--- config.mk ---
export PLATFORM = sky130hd
export DESIGN_NAME = operand_sequencer
export DESIGN_NICKNAME = d
export VERILOG_FILES = /design/src/rtl/alu_pkg.sv /design/src/rtl/alu_sra.sv /design/src/rtl/operand_sequencer.sv
export SDC_FILE = /design/constraint.sdc
export NUM_CORES = 1
export LEC_CHECK = 0
export ABC_CLOCK_PERIOD_IN_PS = 2400
export CAP_MARGIN = 40
export CORE_AREA = 2 2 57 59
export CTS_CLUSTER_SIZE = 28
export DETAILED_ROUTE_END_ITERATION = 16
export DIE_AREA = 0 0 59 61
export GPL_TIMING_DRIVEN = 0
export PLACE_DENSITY_LB_ADDON = 0.2
export SLEW_MARGIN = 20
export SYNTH_ARGS = -nofsm -noshare
export SYNTH_HDL_FRONTEND = slang
export SYNTH_HIERARCHICAL = 1
export SYNTH_SLANG_ARGS = --single-unit
--- constraint.sdc ---
create_clock -name clk -period 2.4 [get_ports clk]
set_input_delay 0.24 -clock clk [delete_from_list [all_inputs] [get_ports clk]]
set_output_delay 0.24 -clock clk [all_outputs]
set_load 0.05 [all_outputs]
--- src/rtl/alu_pkg.sv ---
// Shared constants and state encoding for the operand sequencer and its shifter.
package alu_pkg;

  localparam int unsigned ALU_WIDTH = 6;

  typedef enum logic [1:0] {
    GET_A = 2'd0,
    GET_B = 2'd1,
    EXEC  = 2'd2,
    HOLD  = 2'd3
  } seq_state_t;

endpackage

--- src/rtl/alu_sra.sv ---
// Combinational arithmetic right shift: s = a >>> b, b unsigned over its full width.
import alu_pkg::*;

module alu_sra #(
  parameter int unsigned WIDTH = ALU_WIDTH
) (
  input  logic [WIDTH-1:0] a,
  input  logic [WIDTH-1:0] b,
  output logic [WIDTH-1:0] s
);

  logic signed [WIDTH-1:0] w_a_signed;

  assign w_a_signed = $signed(a);

  // The shift amount is not truncated, so any b >= WIDTH fills every bit with the sign.
  assign s = w_a_signed >>> b;

endmodule

--- src/rtl/operand_sequencer.sv ---
// Collects operands a then b, returns the registered a >>> b through a valid/ready handshake.
// Optional result flags (out_zero, out_neg) are built when ALU_SEQ_FLAGS_EN is defined.
import alu_pkg::*;

module operand_sequencer #(
  parameter int unsigned WIDTH = ALU_WIDTH
) (
  input  logic             clk,
  input  logic             rst,
  input  logic [WIDTH-1:0] in_data,
  input  logic             in_valid,
  output logic             in_ready,
  output logic [WIDTH-1:0] out_data,
  output logic             out_valid,
  input  logic             out_ready
`ifdef ALU_SEQ_FLAGS_EN
  ,
  output logic             out_zero,
  output logic             out_neg
`endif
);

  seq_state_t       r_state;
  logic [WIDTH-1:0] r_a;
  logic [WIDTH-1:0] r_b;
  logic [WIDTH-1:0] r_out_data;
  logic             r_out_valid;
  logic [WIDTH-1:0] w_shift;
  logic             w_in_xfer;
  logic             w_out_xfer;
`ifdef ALU_SEQ_FLAGS_EN
  logic             r_out_zero;
  logic             r_out_neg;
`endif

  alu_sra #(
    .WIDTH (WIDTH)
  ) u_alu_sra (
    .a (r_a),
    .b (r_b),
    .s (w_shift)
  );

  assign in_ready   = (r_state == GET_A) || (r_state == GET_B);
  assign w_in_xfer  = in_valid && in_ready;
  assign w_out_xfer = r_out_valid && out_ready;

  always_ff @(posedge clk or posedge rst) begin
    if (rst) begin
      r_state     <= GET_A;
      r_a         <= '0;
      r_b         <= '0;
      r_out_data  <= '0;
      r_out_valid <= 1'b0;
`ifdef ALU_SEQ_FLAGS_EN
      r_out_zero  <= 1'b0;
      r_out_neg   <= 1'b0;
`endif
    end else begin
      case (r_state)
        GET_A: begin
          if (w_in_xfer) begin
            r_a     <= in_data;
            r_state <= GET_B;
          end
        end
        GET_B: begin
          if (w_in_xfer) begin
            r_b     <= in_data;
            r_state <= EXEC;
          end
        end
        EXEC: begin
          r_out_data  <= w_shift;
          r_out_valid <= 1'b1;
`ifdef ALU_SEQ_FLAGS_EN
          r_out_zero  <= (w_shift == '0);
          r_out_neg   <= w_shift[WIDTH-1];
`endif
          r_state     <= HOLD;
        end
        HOLD: begin
          // Result and flags stay frozen until the consumer takes them.
          if (w_out_xfer) begin
            r_out_valid <= 1'b0;
            r_state     <= GET_A;
          end
        end
        default: r_state <= GET_A;
      endcase
    end
  end

  assign out_data  = r_out_data;
  assign out_valid = r_out_valid;
`ifdef ALU_SEQ_FLAGS_EN
  assign out_zero  = r_out_zero;
  assign out_neg   = r_out_neg;
`endif

endmodule

==> impl_metrics.csv <==
group,metric,value,unit
sta,fin_crit_sh,92.5,%
setup_path,critPathArrivalTime,1.98,ns
routing,vias,768,
floorplanning,die_area,0.00360,mm²
clock_tree,post_cts_buffers,0,
place,io_buffers,17,
yosys,synth_seq_cells,21,
clock_tree,cts.htree.levels,1,
sta,tightest_slew,0.499,ns
yosys,netlist_instances,92,
sta,relSlewSlack,66.6,%
yosys,yosysUniqueCellTypes,27,
sta,rsz0062_at_grt,"no",
global_routing,grtUsageTotal,13.5,%
setup_path,slowest_stage,"clkdlybuf4s50_1",
clock_tree,post_cts_resized,0,
global_routing,antenna_found_initial,0,
routing,drt-total-wl,2040,µm
clock_tree,cts.sinks,21,
sta,slew_viol_final,0,
finish,syn_to_final_growth,21.7,%
setup_path,worstPathMaxFanout,3,
floorplanning,placeableCoreArea,0.00295,mm²
yosys,syn_avg_cell_area,12.4,µm²
clock_tree,cts_max_path_buffers,2,
floorplanning,rows,20,
place,gp_congestion,0.805,
sta,tns,0,ns
floorplanning,dieHeight,61,µm
setup_path,worst_ep_required_time,2.16,ns
yosys,ys_warn_count,6,
clock_tree,tritoncts.num_buffers,3,
run_status,status,"complete, no violations",
routing,viasPerCell,5.22,
setup_path,critPathKind,"flip-flop to output port",
sta,fin_worst_skew,0.00250,ns
clock_tree,path_clk_slew,0.11,ns
sta,finalHoldViolations,0,
sta,clock.fmax,451,MHz
routing,wl_per_cell,13.8,µm
place,pre_cts_ws,0.513,ns
yosys,yosysSeqAreaShare,45.9,%
yosys,synth_nets,106,
floorplanning,die_w,59,µm
clock_tree,insertion_delay,0.29,ns
clock_tree,cts_hold_buf,0,
power,powerDensity,1530,mW/mm²
sta,min_period,2.22,ns
clock_tree,clockRootBuffer,"clkbuf_4",
routing,first_pass_iters,4,
sta,setup_viol,0,
sta,setup_slack,0.181,ns
place,dp_hpwl,1580,µm
yosys,synth_area,0.00114,mm²
setup_path,cp-start-kind,"flip-flop",
finish,nNetsFinal,129,
finish,filler_cell_count,287,
global_routing,grt_pass1_vias,818,
power,ir_drop,0.000547,V
global_routing,grt_pass1_wl,3640,µm
power,power,0.00213,W
routing,drc,0,
setup_path,path_cells,"inv_1 -> ha_1 -> or2_4 -> clkdlybuf4s50_1",
routing,drt_iter0_drc,18,
sta,fin_hold_ws,0.142,ns
finish,antenna_cells,0,
global_routing,grt_max_degree,22,
min_path,min_path_type,"input pin to async pin",
clock_tree,tritoncts,"done",
setup_path,cp-end-kind,"output port",
global_routing,gr-total-overflow,0,
routing,ant_nets,0,
floorplanning,start_util,38.8,%
floorplanning,boundaryPins,18,
setup_path,cp_slowest_stage_delay,0.70,ns
finish,seqCellArea,526,µm²
finish,multi_input_area,573,µm²
run,maxCapViolCount,0,
finish,drive_above_1_share,30.7,%
power,leakagePower,0.600,nW
[power by group]
part | total, W | switching [W] | internal (W)
clock | 0.000168 | 0.000104 | 0.0000646
combinational | 0.00125 | 0.000648 | 0.000607
sequential | 0.000708 | 0.000169 | 0.000539
[layout make-up]
class,count,area share [%]
tap,33,2.96
buffer,4,1.97
multi-input combinational,62,41.1
sequential,21,37.7
clock buffer,4,1.89
inverter,5,1.35
timing repair buffer,18,13.0
[worst max-delay path: cells and delay by family, from the launching register on]
kind	cells	cell delay, ns
and+or+nand+nor	1	0.27
buffers and inverters	2	0.78
DFF	1	0.40
adders and majority gates	1	0.23
[per-layer routing]
layer  wire, µm  part of all wire [%]  track usage (%)
met5          0                     0                0
met4         10                  0.49             4.87
met3         41                   2.0             2.56
met2       1010                    49             22.1
met1        977                    48             17.9
[cells in the final DEF, fill, tap and decap left out]
master	Yosys	final
a21oi_1	3	3
a221oi_1	2	2
a22oi_4	1	1
buf_2	1	1
buf_4	1	1
buf_6	1	2
clkbuf_1	1	2
clkbuf_4	0	3
clkdlybuf4s50_1	0	17
dfrtp_1	21	21
ha_1	4	4
inv_1	5	5
mux2_1	3	3
mux2_2	19	19
mux2_4	1	1
mux2i_1	5	5
nand2_1	5	5
nor2_1	3	3
nor3_2	2	2
nor3b_1	2	2
o21ai_0	1	1
o21ai_1	3	3
o21ba_2	1	1
o221ai_2	1	1
o31ai_1	1	1
or2_1	2	2
or2_2	1	1
or2_4	1	1
or4_4	1	1
[path summary, 6_finish.rpt]
| path | start | slack (ns) | to | cells after the start |
|---|---|---|---|---|
| hold / removal | rst | 0.14 | r_a[2] | 2 |
| setup reg to reg | r_b[1] | 0.54 | out_data[4] | 5 |
| setup / recovery | r_state[0] | 0.18 | in_ready | 4 |
| max in group asynchronous | rst | 1.85 | r_b[5] | 3 |
| min in group clk | out_data[4] | 0.52 | out_data[4] | 1 |
| hold reg to reg | out_data[4] | 0.52 | out_data[4] | 1 |
[kinds of logic (layout without fill, tap and decap cells)]
logic type               count (synthesis)  after routing  share of synthesized area, %
multiplexers                            28             28                          27.3
flip-flops                              21             21                          45.9
AND/OR/NAND/NOR                         17             17                          9.07
AO/OA/AOI/OAI                           13             13                          9.29
buffers and inverters                    9             31                          4.04
adder cells (fa/ha/maj)                  4              4                          4.37
[synth_stat cells]
library cell  count  area share (%)
a21oi_1           3             1.3
a221oi_1          2             1.5
a22oi_4           1             1.9
buf_2             1            0.44
buf_4             1            0.66
buf_6             1            0.98
clkbuf_1          1            0.33
dfrtp_1          21              46
ha_1              4             4.4
inv_1             5             1.6
mux2_1            3             3.0
mux2_2           19              19
mux2_4            1             1.3
mux2i_1           5             4.4
nand2_1           5             1.6
nor2_1            3            0.98
nor3_2            2             1.7
nor3b_1           2             1.3
o21ai_0           1            0.44
o21ai_1           3             1.3
o21ba_2           1            0.87
o221ai_2          1             1.3
o31ai_1           1            0.66
or2_1             2             1.1
or2_2             1            0.55
or2_4             1            0.77
or4_4             1            0.98
[per-stage QoR]
step           std cells  util [%]  cell area, µm²
2_1_floorplan         92         -            1140
3_3_place_gp         142      45.9            1360
3_5_place_dp         142      45.9            1360
4_1_cts              146      46.8            1380
5_1_grt              147      47.2            1390
6_report             147      47.2            1390
[registers in the layout, indices dropped and copies added (netlist names)]
register and count:
out_valid 1, out_data 6, r_state 2, r_a 6, r_b 6
No activity file was read; power rests on OpenSTA's default activity.
